**src/rtl/filter_switch.sv**
```systemverilog
// filter_switch
//   Frame-synchronous selector between a bypass path and NUM_ENG filter engines.
//   A requested mode is armed at the next input frame sync, the output is muted
//   while the new source warms up, and it is released on that source's first
//   frame sync (or after TIMEOUT muted cycles if the source never starts).
//   Optional feature macro: FSW_BYPASS_ALIGN_EN -- when defined, the bypass
//   stream is delayed by BYP_LAT stages so its latency matches the engines.
module filter_switch #(
  parameter int DATA_W  = 24,
  parameter int NUM_ENG = 3,
  parameter int MODE_W  = 2,
  parameter int BYP_LAT = 2,
  parameter int TIMEOUT = 2**22
) (
  input  logic                      clk,
  input  logic                      rst,
  input  logic [MODE_W-1:0]         mode_req,
  input  logic                      pre_vs,
  input  logic                      pre_de,
  input  logic [DATA_W-1:0]         pre_data,
  output logic [NUM_ENG-1:0]        eng_en,
  input  logic [NUM_ENG-1:0]        eng_vs,
  input  logic [NUM_ENG-1:0]        eng_de,
  input  logic [NUM_ENG*DATA_W-1:0] eng_data,
  output logic                      post_vs,
  output logic                      post_de,
  output logic [DATA_W-1:0]         post_data,
  output logic [MODE_W-1:0]         mode_act,
  output logic                      busy
);

  localparam int                CNT_W    = (TIMEOUT > 1) ? $clog2(TIMEOUT) : 1;
  localparam logic [CNT_W-1:0]  CNT_MAX  = CNT_W'(TIMEOUT - 1);
  localparam logic [MODE_W-1:0] MODE_MAX = MODE_W'(NUM_ENG);

  // Elaboration-time guards on the configuration.
  if (NUM_ENG < 1 || NUM_ENG > (2**MODE_W) - 1) begin : g_bad_num_eng
    $error("filter_switch: NUM_ENG must be in 1..2**MODE_W-1");
  end
  if (BYP_LAT < 1) begin : g_bad_byp_lat
    $error("filter_switch: BYP_LAT must be at least 1");
  end

  typedef enum logic [1:0] {
    S_RUN,   // output follows mode_act
    S_PEND,  // change requested, waiting for an input frame sync
    S_MUTE   // new source enabled, output held at zero until it starts a frame
  } state_t;

  state_t              r_state;
  logic [MODE_W-1:0]   r_req_q;
  logic [MODE_W-1:0]   r_tgt;
  logic [CNT_W-1:0]    r_cnt;
  logic                r_pre_vs_d;
  logic [NUM_ENG-1:0]  r_eng_vs_d;

  logic [MODE_W-1:0]   w_req;
  logic [NUM_ENG-1:0]  w_req_onehot;
  logic [MODE_W-1:0]   w_sel;
  logic                w_vs_rise;
  logic                w_src_rise;
  logic                w_commit;

  logic                w_byp_vs;
  logic                w_byp_vs_d;
  logic                w_byp_de;
  logic [DATA_W-1:0]   w_byp_data;

  logic                w_src_vs;
  logic                w_src_vs_d;
  logic                w_src_de;
  logic [DATA_W-1:0]   w_src_data;

`ifdef FSW_BYPASS_ALIGN_EN
  logic [BYP_LAT-1:0]  r_byp_vs;
  logic [BYP_LAT-1:0]  r_byp_de;
  logic [DATA_W-1:0]   r_byp_data [BYP_LAT];
  logic                r_byp_vs_d;

  // Delay line that aligns the bypass stream with the engine latency.
  always_ff @(posedge clk or posedge rst) begin
    if (rst) begin
      // NOTE: the delay line is cleared on reset so no stale pixels leak out after a reset.
      r_byp_vs   <= '0;
      r_byp_de   <= '0;
      r_byp_vs_d <= 1'b0;
      for (int i = 0; i < BYP_LAT; i++) r_byp_data[i] <= '0;
    end else begin
      r_byp_vs[0]   <= pre_vs;
      r_byp_de[0]   <= pre_de;
      r_byp_data[0] <= pre_data;
      for (int i = 1; i < BYP_LAT; i++) begin
        r_byp_vs[i]   <= r_byp_vs[i-1];
        r_byp_de[i]   <= r_byp_de[i-1];
        r_byp_data[i] <= r_byp_data[i-1];
      end
      r_byp_vs_d <= r_byp_vs[BYP_LAT-1];
    end
  end

  assign w_byp_vs   = r_byp_vs[BYP_LAT-1];
  assign w_byp_vs_d = r_byp_vs_d;
  assign w_byp_de   = r_byp_de[BYP_LAT-1];
  assign w_byp_data = r_byp_data[BYP_LAT-1];
`else
  assign w_byp_vs   = pre_vs;
  assign w_byp_vs_d = r_pre_vs_d;
  assign w_byp_de   = pre_de;
  assign w_byp_data = pre_data;
`endif

  // Clamp the registered request and build its one-hot engine enable.
  always_comb begin
    // NOTE: every signal written here gets a default first, so no path can infer a latch.
    w_req        = (r_req_q > MODE_MAX) ? '0 : r_req_q;
    w_req_onehot = '0;
    for (int i = 0; i < NUM_ENG; i++) begin
      w_req_onehot[i] = (w_req == MODE_W'(i + 1));
    end
  end

  // Pick the active source: the target while muted, otherwise the committed mode.
  always_comb begin
    w_sel      = (r_state == S_MUTE) ? r_tgt : mode_act;
    w_src_vs   = w_byp_vs;
    w_src_vs_d = w_byp_vs_d;
    w_src_de   = w_byp_de;
    w_src_data = w_byp_data;
    for (int i = 0; i < NUM_ENG; i++) begin
      if (w_sel == MODE_W'(i + 1)) begin
        w_src_vs   = eng_vs[i];
        w_src_vs_d = r_eng_vs_d[i];
        w_src_de   = eng_de[i];
        w_src_data = eng_data[i*DATA_W +: DATA_W];
      end
    end
  end

  assign w_vs_rise  = pre_vs & ~r_pre_vs_d;
  assign w_src_rise = w_src_vs & ~w_src_vs_d;
  assign w_commit   = (r_state == S_MUTE) && (w_src_rise || (r_cnt == CNT_MAX));

  // Mode FSM with the registered output stage and status outputs.
  always_ff @(posedge clk or posedge rst) begin
    if (rst) begin
      r_state    <= S_RUN;
      r_req_q    <= '0;
      r_tgt      <= '0;
      r_cnt      <= '0;
      r_pre_vs_d <= 1'b0;
      r_eng_vs_d <= '0;
      eng_en     <= '0;
      post_vs    <= 1'b0;
      post_de    <= 1'b0;
      post_data  <= '0;
      mode_act   <= '0;
      busy       <= 1'b0;
    end else begin
      // NOTE: state uses non-blocking assignments so every read sees the pre-edge value.
      r_req_q    <= mode_req;
      r_pre_vs_d <= pre_vs;
      r_eng_vs_d <= eng_vs;

      if (r_state == S_MUTE && !w_commit) begin
        post_vs   <= 1'b0;
        post_de   <= 1'b0;
        post_data <= '0;
      end else begin
        post_vs   <= w_src_vs;
        post_de   <= w_src_de;
        post_data <= w_src_data;
      end

      case (r_state)
        S_RUN: begin
          if (w_req != mode_act) begin
            r_state <= S_PEND;
            busy    <= 1'b1;
          end
        end
        S_PEND: begin
          if (w_req == mode_act) begin
            r_state <= S_RUN;
            busy    <= 1'b0;
          end else if (w_vs_rise) begin
            r_tgt   <= w_req;
            eng_en  <= w_req_onehot;
            r_cnt   <= '0;
            r_state <= S_MUTE;
          end
        end
        S_MUTE: begin
          if (w_commit) begin
            mode_act <= r_tgt;
            r_state  <= S_RUN;
            busy     <= 1'b0;
          end else if (r_cnt != CNT_MAX) begin
            r_cnt <= r_cnt + CNT_W'(1);
          end
        end
        default: begin
          r_state <= S_RUN;
          busy    <= 1'b0;
        end
      endcase
    end
  end

endmodule
```
**config.mk**
```make
export PLATFORM = sky130hd
export DESIGN_NAME = filter_switch
export DESIGN_NICKNAME = d
export VERILOG_FILES = /design/src/rtl/filter_switch.sv
export SDC_FILE = /design/constraint.sdc
export NUM_CORES = 1
export LEC_CHECK = 0
export BUFFER_PORTS_ARGS = -buffer_cell sky130_fd_sc_hd__buf_2
export CORE_UTILIZATION = 44
export CTS_CLUSTER_SIZE = 25
export DETAILED_ROUTE_END_ITERATION = 8
export GPL_ROUTABILITY_DRIVEN = 0
export PLACE_DENSITY = 0.74
export SLEW_MARGIN = 5
export SYNTH_ARGS = -nofsm -noshare
export SYNTH_HDL_FRONTEND = slang
export SYNTH_SLANG_ARGS = --single-unit
```
**constraint.sdc**
```tcl
create_clock -name clk -period 2.4 [get_ports clk]
set_input_delay 0 -clock clk [delete_from_list [all_inputs] [get_ports clk]]
set_output_delay 0 -clock clk [all_outputs]
set_load 0.02 [all_outputs]
```
==> run summary <==
Setup CP Type: reg -> reg
mean post-synth cell area: 11.50 um2
largest net degree at the start of global routing: 31
leading cell types in the layout, fill and taps excluded: buf_2, dfrtp_1, nand2_1
clock root buffer: clkbuf_8
first-pass GRT wire length: 14,480 um
worst reg2reg path depth: 8
CP Launch Type: register
cts bufs inserted: 9
RSZ-0062 raised after global routing: no
area of the multi-input gates: 1851 um2
area grow syn2layout: 34.17%
die area: 8436 um2
Post-Synthesis Net Count: 418
Crit path required time: 2.64 ns
area of the core: 7767 um2
nets: 579
H-tree depth: 3
Leak Pwr: 2.273 nW
crit-path leading delay family: compound AO/OA/AOI/OAI gates
achievable frequency: 0.4367 GHz
starting density of the core: 45.73%
Cells after Synth: 309
Arrival @ worst endpoint: 2.53 ns
number of enable flip-flop cells after synthesis: 0
critical path capture point type: register
number of remaining DRC errors: 0
Vias per Instance: 5.432
flops & latches, synth: 64
post-synthesis sequential area ratio: 45.09%
clk slew on worst S/H paths: 0.08 ns
most common cell after layout, fill and taps aside: buf_2
vias in the first global route: 3,121
CTS tree: yes
number of vias in the routed layout: 3,145
clock tree sinks: 64
worst r2r src: r_state[0]
Setup crit start: r_state[0]
Post-Syn Area: 3552 um2
PD cells: 1135 nW/um2
IO Port Bufs: 139
die width: 91.85 um
Worst path most repeated cell: buf_4
num rows: 32
Critical Path End: r_cnt[18]
prevailing post-synth register cell: dfrtp_1
WL/cell: 15.33 um
ratio of cells with drive above 1 in the final layout: 45.89%
CP Cell Sequence: and3b_1, a2111oi_2, buf_4, a311oi_4, o211a_1, buf_4, mux2_2, a32o_1
initial antenna violation count: 2
Slew @ Worst Pin: 0.4807 ns
synth unique cells: 53
Hold Path Class: in -> reg
Tot GR Track Use: 22.41%
final setup fails: 0
max_cap viols: 0
sequential cell area: 1602 um2
post-layout min period: 2.290 ns
clock latency on the worst-skew pair: 0.35 ns
first drt pass iteration count: 4
fill count: 649
Die Ht: 91.85 um
Max VDD drop: 0.0007660 V
CP max stage delay: 0.40 ns
I/O pin cnt: 140
Slew HR: 67.95%
Setup Skew: 0.01298 ns
Reg-to-Reg End: r_cnt[18]
Fin. Hold Viols: 0
Final Max Tran Viols: 0
buffer levels on the longest clock path: 2
flop2flop setup slack: 0.11 ns
Synth Warn #: 0
HPWL after DPL: 6728 um
Worst path depth: 8
total gr overflow: 0
post-route ant nets: 0
status: finished, final reports clean
Final Cycle Share: 95.42%
Setup TNS Final: 0 ns
crit path max fanout: 4
CP Buf/Inv Count: 2
Power, Total: 5.409 mW
DRT iter0 DRCs: 160
Post-Route WL: 8874 um
ys async rst share: 100.0%
CP max stage cell: dfrtp_1
[Yosys cell counts (2+ instances only)]
| cell | n | share of area [%] |
|---|---|---|
| dfrtp_1 | 64 | 45 |
| nand2_1 | 34 | 3.6 |
| and2_1 | 27 | 4.8 |
| mux4_2 | 26 | 16 |
| o21ai_0 | 17 | 2.4 |
| nand3_1 | 12 | 1.7 |
| and3_1 | 9 | 1.6 |
| clkbuf_1 | 9 | 0.95 |
| inv_1 | 9 | 0.95 |
| mux2i_1 | 9 | 2.5 |
| nor3_1 | 9 | 1.3 |
| nor2_1 | 8 | 0.85 |
| a21oi_1 | 7 | 0.99 |
| mux2_2 | 4 | 1.3 |
| o211ai_1 | 4 | 0.85 |
| a31oi_1 | 3 | 0.53 |
| and4_1 | 3 | 0.74 |
| buf_6 | 3 | 0.95 |
| nand2b_1 | 3 | 0.53 |
| nor2b_1 | 3 | 0.53 |
| nor4_1 | 3 | 0.53 |
| a2111oi_0 | 2 | 0.49 |
| a21o_1 | 2 | 0.42 |
| a311oi_2 | 2 | 0.85 |
| a32oi_1 | 2 | 0.49 |
| a41oi_1 | 2 | 0.49 |
| buf_2 | 2 | 0.28 |
| buf_4 | 2 | 0.42 |
| nand4_1 | 2 | 0.35 |
| or2_2 | 2 | 0.35 |
| or3_1 | 2 | 0.35 |
| xor2_1 | 2 | 0.49 |
[state kept, by name (all words and copies together) (netlist names)]
| signal | cells |
|---|---|
| post_data | 24 |
| r_cnt | 22 |
| eng_en | 3 |
| r_eng_vs_d | 3 |
| mode_act | 2 |
| r_req_q | 2 |
| r_state | 2 |
| r_tgt | 2 |
| busy | 1 |
| post_de | 1 |
| post_vs | 1 |
| r_pre_vs_d | 1 |
[what timing repair did]
item                                    in CTS  in global routing
endpoints found under the hold margin       21                  0
endpoints found under the setup margin       1                  4
buffers inserted                             0                  1
hold buffers                                 7                  0
pin swaps                                    0                  2
gates resized for setup                      1                  2
[worst min-delay path by stage]
stage,startpoint,to,slack (ns),cells after the start
after CTS,eng_data[65],post_data[17],0.06,3
after detailed placement,rst,post_data[1],-0.006,2
final,eng_data[65],post_data[17],0.07,3
after global placement,rst,post_data[1],-0.02,2
after floorplan,eng_vs[0],r_eng_vs_d[0],0.03,0
after global routing,eng_data[43],post_data[19],0.07,3
[where the power goes]
| group | total (mW) | internal [mW] | switching (mW) |
|---|---|---|---|
| clock network | 1.03 | 0.586 | 0.445 |
| registers | 1.58 | 1.42 | 0.162 |
| logic | 2.80 | 1.29 | 1.50 |
| total | 5.41 | 3.30 | 2.11 |
[worst reg2reg max path, delay by kind of cell (launching register included)]
kind / cells / cell delay, ns
flops: 1 / 0.40
simple gates: 1 / 0.29
buf+inv: 2 / 0.30
mux: 1 / 0.31
compound gates: 4 / 0.90
[metal layers]
metal | share of wire (%) | GRT usage (%)
met5 | 0 | 0
met1 | 38 | 26.03
met4 | 2.8 | 11.72
met3 | 5.6 | 5.224
met2 | 53 | 38.50
[through the flow]
stage	utilization (%)	instance area [um2]	instances	hold WS [ns]	setup slack, ns
2_1_floorplan	-	3576	309	0.03143	0.00002598
3_3_place_gp	57.33	4453	553	-0.01523	0.1435
4_1_cts	61.08	4745	576	0.06033	0.05149
3_5_place_dp	57.33	4453	553	-0.005797	0.02370
6_report	61.36	4766	579	0.07382	0.1099
5_1_grt	61.36	4766	579	0.06783	0.0008882
[layout make-up]
cell class                      instances  share of cell area, %
Antenna cell                            2                 0.1050
Clock buffer                            9                  2.599
Clock inverter                          7                  2.022
Inverter                                9                 0.7088
Multi-Input combinational cell        219                  38.83
Sequential cell                        64                  33.60
Tap cell                              102                  2.678
Timing Repair Buffer                  167                  19.45
[logic make-up after synthesis]
family	after synthesis	synth area share, %
xor+xnor	3	0.7398
mux	40	20.71
fa+ha+maj	2	0.6340
buf+inv	26	3.663
simple gates	122	18.60
compound gates	52	10.57
flops	64	45.09
(Power assumes the default switching activity.)
